### src/rtl/traffic_intersection_ctrl.sv
`default_nettype none
// ============================================================================
// Module  : traffic_intersection_ctrl
// Brief   : Two-road intersection sequencer with vehicle/pedestrian demand.
// Revision: 1.0
// ============================================================================
module traffic_intersection_ctrl #(
  parameter int green_tics     = 20,
  parameter int amber_tics     = 3,
  parameter int allred_tics    = 2,
  parameter int min_green_tics = 10
) (
  input  logic       clock,
  input  logic       reset,
  input  logic       tic,
  input  logic       ew_sensor,
  input  logic       ped_button,
  output logic       ns_red,
  output logic       ns_amber,
  output logic       ns_green,
  output logic       ew_red,
  output logic       ew_amber,
  output logic       ew_green,
  output logic       walk,
  output logic [2:0] state
);

  localparam logic [2:0] S_NS_GREEN  = 3'd0;
  localparam logic [2:0] S_NS_AMBER  = 3'd1;
  localparam logic [2:0] S_ALL_RED_A = 3'd2;
  localparam logic [2:0] S_EW_GREEN  = 3'd3;
  localparam logic [2:0] S_EW_AMBER  = 3'd4;
  localparam logic [2:0] S_ALL_RED_B = 3'd5;

  localparam logic [7:0] c_GREEN_LAST  = 8'(green_tics - 1);
  localparam logic [7:0] c_AMBER_LAST  = 8'(amber_tics - 1);
  localparam logic [7:0] c_ALLRED_LAST = 8'(allred_tics - 1);
  localparam logic [7:0] c_MING_LAST   = 8'(min_green_tics - 1);

  // Lamp vector order: {ns_red, ns_amber, ns_green, ew_red, ew_amber, ew_green}
  localparam logic [5:0] c_LAMPS_ALLRED = 6'b100_100;

  logic [2:0] r_state;
  logic [2:0] w_next_state;
  logic [7:0] r_timer;
  logic       r_veh_pend;
  logic       r_ped_pend;
  logic       r_walk;
  logic [5:0] r_lamps;
  logic [5:0] w_lamps;
  logic       w_entry;
  logic       w_enter_ewg;

  assign w_entry     = (w_next_state != r_state);
  assign w_enter_ewg = w_entry && (w_next_state == S_EW_GREEN);

  // State, timer, demand latches and registered lamps
  always_ff @(posedge clock) begin
    if (reset) begin
      r_state    <= S_ALL_RED_B;
      r_timer    <= 8'd0;
      r_veh_pend <= 1'b0;
      r_ped_pend <= 1'b0;
      r_walk     <= 1'b0;
      r_lamps    <= c_LAMPS_ALLRED;
    end else begin
      r_state <= w_next_state;
      r_lamps <= w_lamps;
      if (w_entry) begin
        r_timer <= 8'd0;
      end else if (tic && (r_timer != 8'hFF)) begin
        r_timer <= r_timer + 8'd1;
      end
      // Clearing on EW_GREEN entry beats a same-cycle request
      r_veh_pend <= w_enter_ewg ? 1'b0 : (r_veh_pend | ew_sensor);
      r_ped_pend <= w_enter_ewg ? 1'b0 : (r_ped_pend | ped_button);
      r_walk     <= (w_next_state == S_EW_GREEN) && (w_enter_ewg ? r_ped_pend : r_walk);
    end
  end

  always_comb begin
    w_next_state = r_state;
    case (r_state)
      S_NS_GREEN:
        if (tic && (r_timer >= c_MING_LAST) && (r_veh_pend || r_ped_pend))
          w_next_state = S_NS_AMBER;
      S_NS_AMBER:
        if (tic && (r_timer == c_AMBER_LAST)) w_next_state = S_ALL_RED_A;
      S_ALL_RED_A:
        if (tic && (r_timer == c_ALLRED_LAST)) w_next_state = S_EW_GREEN;
      S_EW_GREEN:
        if (tic && (r_timer == c_GREEN_LAST)) w_next_state = S_EW_AMBER;
      S_EW_AMBER:
        if (tic && (r_timer == c_AMBER_LAST)) w_next_state = S_ALL_RED_B;
      S_ALL_RED_B:
        if (tic && (r_timer == c_ALLRED_LAST)) w_next_state = S_NS_GREEN;
      default:
        w_next_state = S_ALL_RED_B;
    endcase
  end

  // Lamps are decoded from the upcoming state so the registered copy tracks r_state
  always_comb begin
    w_lamps = c_LAMPS_ALLRED;
    case (w_next_state)
      S_NS_GREEN: w_lamps = 6'b001_100;
      S_NS_AMBER: w_lamps = 6'b010_100;
      S_EW_GREEN: w_lamps = 6'b100_001;
      S_EW_AMBER: w_lamps = 6'b100_010;
      default:    w_lamps = c_LAMPS_ALLRED;
    endcase
  end

  assign {ns_red, ns_amber, ns_green, ew_red, ew_amber, ew_green} = r_lamps;
  assign walk  = r_walk;
  assign state = r_state;

endmodule
`default_nettype wire

### config.mk
export PLATFORM = sky130hd
export DESIGN_NAME = traffic_intersection_ctrl
export DESIGN_NICKNAME = d
export VERILOG_FILES = /design/src/rtl/traffic_intersection_ctrl.sv
export SDC_FILE = /design/constraint.sdc
export NUM_CORES = 1
export LEC_CHECK = 0
export CORE_ASPECT_RATIO = 1.2
export CORE_MARGIN = 4
export CORE_UTILIZATION = 35
export CTS_BUF_LIST = sky130_fd_sc_hd__clkbuf_8
export CTS_CLUSTER_SIZE = 25
export DETAILED_ROUTE_END_ITERATION = 12
export SETUP_SLACK_MARGIN = 0.05
export SYNTH_ARGS = -nofsm -noshare
export SYNTH_HDL_FRONTEND = slang
export SYNTH_SLANG_ARGS = --single-unit
### constraint.sdc
create_clock -name clock -period 2.1 [get_ports clock]
set_clock_uncertainty 0.1 [all_clocks]
set_input_delay 0.42 -clock clock [delete_from_list [all_inputs] [get_ports clock]]
set_output_delay 0.42 -clock clock [all_outputs]
set_load 0.02 [all_outputs]
==> impl_metrics.tcl, run 1 <==
set metrics [dict create \
    status "finished, final reports clean" \
    fin_crit_ns 2.10 \
    holdWs_ns 0.406 \
    start_kind "register" \
    yosysSeqAreaShare_pct 36.0 \
    final_common_cell "buf_4" \
    via_count 1097 \
    ioPinCount 15 \
    syn-num-nets 138 \
    post-place-ws_ns -0.159 \
    worstSetupPathType "reg2reg" \
    core_area_um2 3060 \
    fillerInstances 272 \
    cts_max_path_buffers 2 \
    p_switching_w 0.000242 \
    path_clk_slew_ns 0.07 \
    die_w_um 59.5 \
    yosysTopAreaCell "dfxtp_1" \
    power_frac_comb_pct 24.6 \
    setup_ws_ns 0.00489 \
    clkPwrFrac_pct 28.4 \
    route.detailed.drc 0 \
    async_flop_share_pct 0 \
    maxSlewViolCount 0 \
    first_global_vias 1027 \
    synth_ff_type "dfxtp_1" \
    drt-total-wl_mm 2.99 \
    rows 22 \
    start_util_pct 36.4 \
    cts_buffers 3 \
    num_antenna_cells 0 \
    dr.pass1.iters 4 \
    seq_power_share_pct 47.1 \
    post_drt_wl_per_cell_um 14.7 \
    power.share.switching_pct 27.2 \
    fp.dieH_um 69.8 \
    final_cell_mix "28 x buf_4, 14 x clkdlybuf4s50_1, 14 x dfxtp_1" \
    hpwl_mm 2.15 \
    hold_depth 2 \
    synth_area_leaders "dfxtp_1 36%, ha_1 4.5%, nor3_1 4.0%" \
    hold_path_class "reg2reg" \
    dp.cells 194 \
    setup_viol 0 \
    period_share_pct 99.8 \
    routabilityCongestion 0.900 \
    max_slew_margin_pct 75.1 \
    clk_latency_ns 0.26 \
    root_buffer "clkbuf_8" \
    crit_path_end_kind "register" \
    yosys_warnings 0 \
    internal_power_w 0.000648 \
    fp.dieArea_um2 4150 \
    vdd_drop_max_mv 0.398 \
    dpl_cell_area_um2 1460 \
    final_antenna_net_count 0 \
    syn_area_um2 1110 \
    cts_tree "done" \
    cp_max_fo 8 \
    yosysTopAreaCellShare_pct 36.0 \
    layout-drive-gt1-share_pct 38.9 \
    power_density_nw_per_um2 527 \
    viasPerCell 5.40 \
    stdcell_area_um2 1690 \
    areaGrowthSynthToFinish_pct 51.5 \
    crit_arrival_ns 2.14 \
    cap_violations 0 \
    grt_pass1_wl_mm 4.55 \
    avgSynthCellArea_um2 8.63 \
    reg2reg_depth 8 \
    ys_seq_elements 20 \
    syn_inst 129 \
    drtIter0Drc 46 \
    final_cells 203 \
    grt_usage_pct 14.0 \
    antenna_found_initial 0 \
    tightest_slew_ns 0.370 \
    synth-edff-count 0 \
    tns_ns 0 \
    clock-sinks 20 \
    rsz0062_at_grt "true" \
    port_buffers 14 \
    cts_max_level 1 \
    synthDistinctLibCells 40 \
    fmax_mhz 477 \
    hold_viol 0 \
    leakage_nw 0.665 \
    critPathRequiredTime_ns 2.15 \
    nets 178 \
    grt_start_max_net_pins 11 \
    grt-ovfl-total 0 \
]
-- stage by stage --
stage	total power, W	util, %
after floorplan	0.000519	-
after global placement	0.000605	47.8
after detailed placement	0.000607	47.8
after CTS	0.000874	51.1
after global routing	0.000928	55.2
final	0.000890	55.2
-- synthesized netlist by cell type, types with 4 or more instances --
cell	n
nand2_1	6
ha_1	4
clkbuf_1	7
a21oi_1	8
inv_1	6
dfxtp_1	20
nor3_1	9
nor2_1	11
nand2b_1	5
nor4_1	5
and3_1	4
-- layer usage --
layer,global-route usage [%],up-vias,wire [µm]
met1,16.0,526,1210
met4,6.65,0,35
li1,-,546,-
met5,0,-,0
met2,24.5,23,1640
met3,1.86,2,107
-- final timing paths --
kind / slack (ns) / from / endpoint
max: 0.005 / r_timer[1]$_SDFFE_PP0P_ / r_timer[3]$_SDFFE_PP0P_
min: 0.41 / r_veh_pend$_SDFF_PP0_ / r_veh_pend$_SDFF_PP0_
max reg2reg: 0.005 / r_timer[1]$_SDFFE_PP0P_ / r_timer[3]$_SDFFE_PP0P_
min reg2reg: 0.41 / r_veh_pend$_SDFF_PP0_ / r_veh_pend$_SDFF_PP0_
-- cells by family (layout without fill, tap and decap cells) --
| family | count (synthesis) | after routing | synth area share, % |
|---|---|---|---|
| and+or+nand+nor | 61 | 61 | 33.4 |
| AOI/OAI and AO/OA | 22 | 22 | 13.6 |
| DFF | 20 | 20 | 36.0 |
| buffers and inverters | 15 | 53 | 6.40 |
| adders and majority gates | 4 | 4 | 4.49 |
| muxes | 4 | 4 | 3.82 |
| xor gates and xnor gates | 3 | 3 | 2.36 |
-- registers in the layout (all words and copies together) (netlist names) --
| name | cells |
|---|---|
| r_veh_pend | 1 |
| state | 3 |
| r_timer | 8 |
| r_ped_pend | 1 |
| r_lamps | 6 |
| walk | 1 |
-- critical path: stages, from the launching register on --
cell and delay, ns:
dfxtp_2 0.33, buf_4 0.12, ha_4 0.13, or3b_4 0.38, o31ai_1 0.37, o2bb2ai_2 0.16
o21a_1 0.19, buf_12 0.15, nor3_1 0.05
-- power groups by stage --
stage / clock network [W] / registers (W) / logic (W)
6_report: 0.000252 / 0.000419 / 0.000219
2_1_floorplan: 0 / 0.000432 / 0.0000877
4_1_cts: 0.000260 / 0.000416 / 0.000198
3_5_place_dp: 0 / 0.000423 / 0.000184
3_3_place_gp: 0 / 0.000422 / 0.000183
5_1_grt: 0.000271 / 0.000421 / 0.000236
-- layout make-up --
cell class	instances	area, µm²	area share [%]
Clock buffer	3	41.3	2.45
Inverter	6	25.0	1.48
Multi-Input combinational cell	94	783	46.4
Sequential cell	20	410	24.3
Tap cell	36	45.0	2.67
Timing Repair Buffer	44	382	22.6
-- repair_timing --
action | in CTS | in global routing
setup endpoints to repair | 7 | 17
resized for setup | 10 | 21
endpoints found under the hold margin | 0 | 0
pin swaps | 6 | 7
setup buffers | 3 | 3
cloned | 0 | 0
hold buffers | 0 | 0
No activity file was read; power rests on OpenSTA's default activity.
==> run 2, diff against run 1 <==
--- a/config.mk
+++ b/config.mk
@@ -9,8 +9,9 @@
 export CORE_MARGIN = 4
 export CORE_UTILIZATION = 35
 export CTS_BUF_LIST = sky130_fd_sc_hd__clkbuf_8
-export CTS_CLUSTER_SIZE = 25
+export CTS_CLUSTER_SIZE = 40
 export DETAILED_ROUTE_END_ITERATION = 12
+export RECOVER_POWER = 25
 export SETUP_SLACK_MARGIN = 0.05
 export SYNTH_ARGS = -nofsm -noshare
 export SYNTH_HDL_FRONTEND = slang
==> impl_metrics.tcl, run 2 (synthesized netlist as in run 1, its figures left out) <==
set metrics [dict create \
    status "finished, final reports clean" \
    fp.dieH_um 69.8 \
    route.detailed.drc 0 \
    cp_max_fo 8 \
    reg2reg_slack_ns 0.006 \
    tns_ns 0 \
    tightest_slew_ns 0.370 \
    hold_path_class "reg2reg" \
    leakage_nw 0.670 \
    critical_path_depth 8 \
    worstSetupEndpoint "r_timer[3]$_SDFFE_PP0P_" \
    critPathRequiredTime_ns 2.15 \
    fmax_mhz 478 \
    via_count 1099 \
    max_slew_margin_pct 75.1 \
    grt-ovfl-total 0 \
    r2r_end "r_timer[3]$_SDFFE_PP0P_" \
    rsz0062_at_grt "true" \
    cap_violations 0 \
    routabilityCongestion 0.900 \
    vdd_drop_max_mv 0.395 \
    start_kind "register" \
    ioPinCount 15 \
    cp_top_family "compound AO/OA/AOI/OAI gates" \
    post_drt_wl_per_cell_um 14.7 \
    setup_viol 0 \
    final_antenna_net_count 0 \
    nets 178 \
    rr_startpoint "r_timer[1]$_SDFFE_PP0P_" \
    first_global_vias 1027 \
    crit_chain "buf_4, ha_4, or3b_4, o31ai_1, o2bb2ai_2, o21a_1, buf_12, nor3_1" \
    clock-sinks 20 \
    layout-drive-gt1-share_pct 38.9 \
    fin_util_pct 55.2 \
    crit_arrival_ns 2.14 \
    fp.dieArea_um2 4150 \
    rows 22 \
    fin_crit_ns 2.09 \
    holdWs_ns 0.406 \
    path_clk_slew_ns 0.07 \
    hold_viol 0 \
    viasPerCell 5.41 \
    cts_max_path_buffers 2 \
    stdcell_area_um2 1690 \
    crit_path_end_kind "register" \
    num_antenna_cells 0 \
    max_stage_delay_ns 0.38 \
    cts_max_level 1 \
    hpwl_mm 2.15 \
    cts_tree "done" \
    largest_reg_flops 8 \
    areaGrowthSynthToFinish_pct 51.5 \
    cp_num_buf_inv 2 \
    worstSetupPathType "reg2reg" \
    port_buffers 14 \
    final_cell_mix "28 x buf_4, 14 x dfxtp_1, 10 x nor2_1" \
    setup.worst_path.start "r_timer[1]$_SDFFE_PP0P_" \
    worst_path_max_delay_cell "or3b_4" \
    antenna_found_initial 0 \
    maxSlewViolCount 0 \
    root_buffer "clkbuf_8" \
    start_util_pct 36.4 \
    power_w 0.000887 \
    core_area_um2 3060 \
    clk_latency_ns 0.26 \
    grt_start_max_net_pins 11 \
    power_density_nw_per_um2 526 \
    dr.pass1.iters 4 \
    grt_usage_pct 14.0 \
    grt_pass1_wl_mm 4.55 \
    drt-total-wl_mm 2.99 \
    period_share_pct 99.7 \
    reg2reg_depth 8 \
    cts_buffers 3 \
    dpl_cell_area_um2 1460 \
    holdBufCountCts 0 \
    top_register "r_timer" \
    final_common_cell "buf_4" \
    drtIter0Drc 46 \
    die_w_um 59.5 \
]
## run 2: cell types whose count changed in the layout (fill, tap and decap cells not counted)
cell / previous run / this run
clkdlybuf4s50_1: 14 / 9
dlygate4sd3_1: 0 / 5
## run 2: what timing repair did
| item | CTS | global route |
|---|---|---|
| buffers inserted | 3 | 3 |
| endpoints found under the hold margin | 0 | 0 |
| resized for setup | 10 | 21 |
| endpoints found under the setup margin | 7 | 17 |
| pin swaps | 6 | 7 |
## run 2: worst min path at each step
stage	startpoint	cells after the start	endpoint	slack, ns
after floorplan	r_veh_pend$_SDFF_PP0_	2	r_veh_pend$_SDFF_PP0_	0.37
after global routing	r_veh_pend$_SDFF_PP0_	2	r_veh_pend$_SDFF_PP0_	0.43
final	r_veh_pend$_SDFF_PP0_	2	r_veh_pend$_SDFF_PP0_	0.41
after CTS	r_veh_pend$_SDFF_PP0_	2	r_veh_pend$_SDFF_PP0_	0.41
after detailed placement	r_veh_pend$_SDFF_PP0_	2	r_veh_pend$_SDFF_PP0_	0.40
after global placement	r_veh_pend$_SDFF_PP0_	2	r_veh_pend$_SDFF_PP0_	0.40
## run 2: stage by stage
step	setup WS (ns)	instances
floorplan	0.0623	129
global placement	-0.106	194
detailed placement	-0.159	194
CTS	-0.0104	200
global route	-0.0958	203
finish	0.00610	203
## run 2: per-layer routing
metal	routed length, µm	track usage [%]	vias up	part of all wire, %
met5	0	0	-	0
met3	127	1.86	2	4.2
li1	-	-	546	-
met2	1650	24.5	24	55
met1	1180	16.0	527	40
met4	35	6.65	0	1.2
## run 2: area by class of cell
cell class                      instances  area (µm²)
Timing Repair Buffer                   44         382
Sequential cell                        20         410
Multi-Input combinational cell         94         783
Tap cell                               36        45.0
Inverter                                6        25.0
Fill cell                             272        1370
Clock buffer                            3        41.3
## run 2: worst register-to-register path, delay by kind of cell (launching register included)
family          cells  cell delay, ns
fa+ha+maj           1            0.13
simple gates        2            0.43
flops               1            0.33
buf+inv             2            0.27
compound gates      3            0.72
## run 2: where the power goes
part	internal, W	total (W)	switching [W]
combinational	0.000118	0.000216	0.0000975
clock	0.000128	0.000252	0.000125
sequential	0.000399	0.000418	0.0000195
total	0.000645	0.000887	0.000241
==> edit (flow settings as in run 2) <==
Compare `r_timer` against `c_GREEN_LAST` with >= in place of ==.
--- a/src/rtl/traffic_intersection_ctrl.sv
+++ b/src/rtl/traffic_intersection_ctrl.sv
@@ -90,5 +90,5 @@
         if (tic && (r_timer == c_ALLRED_LAST)) w_next_state = S_EW_GREEN;
       S_EW_GREEN:
-        if (tic && (r_timer == c_GREEN_LAST)) w_next_state = S_EW_AMBER;
+        if (tic && (r_timer >= c_GREEN_LAST)) w_next_state = S_EW_AMBER;
       S_EW_AMBER:
         if (tic && (r_timer == c_AMBER_LAST)) w_next_state = S_ALL_RED_B;
Formal check against the unedited RTL: no difference found for any inputs over 10 cycles, from zero or initial values and one cycle with reset high; that may be too few to reach the edited logic, so the function may still have changed.
==> edit against run 2 <==
Total power increased by 26%; sequential cell count unchanged; die area decreased by 1.8%; synthesized area decreased by 2.0%; setup slack improved by 0.039 ns; wire length increased by 0.77%; via count decreased by 1.3%; count of clock-buffer cells in the layout increased by 1; design area decreased by 0.74%; critical path depth decreased by 2.
==> edit: results (changes against run 2) <==
| Metric | Value |
|---|---|
| Status | completed |
| Place WS | -0.513 ns (-0.354 ns) |
| Wire length on met3 | 119 um (-6.3%) |
| Critical Path AT | 2.10 ns (-0.04 ns) |
| Worst reg2reg startpoint | r_timer[7] |
| Number of global-route vias before repair | 1135 (+11%) |
| Met1 GRT Util | 0.177 (+0.0172) |
| Worst r2r dst | r_timer[7] |
| Top Family by Delay on Critical Path | simple AND/OR/NAND/NOR gates |
| Drt wl/cell | 14.7 um (-0.21%) |
| Fin nets | 181 (+1.7%) |
| Maximum vdd drop | 0.339 mV (-14%) |
| Vias per cell | 5.29 (-2.2%) |
| R2R Setup Slk | 0.05 ns (+0.04 ns) |
| Post-Layout Cell Count | 205 (+0.99%) |
| Cells after DPL | 197 (+1.5%) |
| Top cells by count, synth | dfxtp_1, nor2_1, a21oi_1, nand2_1, nor3_1 |
| Met3 Use GR | 0.0299 (+0.0112) |
| CTS Root Cell | clkbuf_8 |
| DRT iter0 DRCs | 35 (-24%) |
| Met2 Routed Length | 1590 um (-3.4%) |
| HPWL after DPL | 2170 um (+0.99%) |
| Final Setup Violations | 0 (unchanged) |
| Share of cells above drive strength 1 | 0.404 (+0.0143) |
| Max FFs per register | 8 (unchanged) |
| Met1 WL | 1280 um (+8.0%) |
| FF-to-FF path depth | 6 (-2) |
| First-pass GRT wire length | 5110 um (+12%) |
| Slowest cell on the critical path | or4_4 |
| Die Width | 59.0 um (-0.88%) |
| Routability-driven placement congestion ratio | 0.836 (-7.2%) |
| Synth cell types | 43 (+7.5%) |
| Lkg Pwr | 0.671 nW (+0.15%) |
| Largest net degree at the start of global routing | 15 (+4) |
| Total number of yosys warnings | 0 (unchanged) |
| Seq/Total Area, Yosys | 0.367 (+0.00742) |
| WHS Path Cells | 1 (-1) |
| Largest register by flop count | r_timer |
| Synthesized Nets | 135 (-2.2%) |
| Syn Area/Cell | 8.66 um2 (+0.31%) |
| Slew headroom | 0.793 (+0.0423) |
| Met2 Use GR | 0.287 (+0.0420) |
| Top post-synthesis cells by area | dfxtp_1, ha_1, nor2_1 |
| Net Sw Frac | 0.311 (+0.0388) |
| Setup ws final | 0.0450 ns (+0.0389 ns) |
| Global router's overall resource usage | 0.159 (+0.0187) |
| Worst Hold Endpoint | r_veh_pend |
| CP Capture Point | r_timer[7] |
==> edit: cell types whose count changed after synthesis, sizes merged, moves of 3 or more <==
| cell | before | now |
|---|---|---|
| nand2b | 5 | 2 |
| o21ai | 0 | 3 |
| o31ai | 4 | 0 |
| nor4 | 6 | 2 |
| or2 | 1 | 4 |
| xor2 | 0 | 3 |
| or3b | 4 | 1 |
| clkbuf | 7 | 4 |
| nor3 | 10 | 7 |
| and3 | 4 | 1 |
==> edit: kinds of logic after synthesis <==
family,synth area share
simple gates,0.299
compound gates,0.189
xor+xnor,0.0321
fa+ha+maj,0.0459
flops,0.367
mux,0.0275
buf+inv,0.0390
==> edit: repair_timing <==
action / CTS / global route
pin swaps: 7 / 11
gates resized for setup: 14 / 21
gates cloned: 0 / 0
buffers inserted: 2 / 2
endpoints found under the setup margin: 15 / 17
==> edit: final cells by class <==
class,instances,area [um2]
Clock buffer,4,55.1
Inverter,6,22.5
Fill cell,275,1220
Timing Repair Buffer,46,377
Sequential cell,20,407
Tap cell,34,42.5
Multi-Input combinational cell,95,771
==> edit: power groups by stage <==
stage / registers (W) / clock network (W) / logic, W
floorplan: 0.000461 / 0 / 0.000157
global placement: 0.000434 / 0 / 0.000331
detailed placement: 0.000435 / 0 / 0.000332
CTS: 0.000426 / 0.000299 / 0.000362
global route: 0.000434 / 0.000321 / 0.000429
finish: 0.000431 / 0.000296 / 0.000389
==> edit: per-stage QoR <==
step	setup TNS (ns)	hold WS, ns	instance area, um2
6_report	0	0.379	1670
5_1_grt	-0.325	0.407	1670
4_1_cts	0	0.380	1590
3_5_place_dp	-6.85	0.363	1460
3_3_place_gp	-6.59	0.353	1460
2_1_floorplan	0	0.341	1090
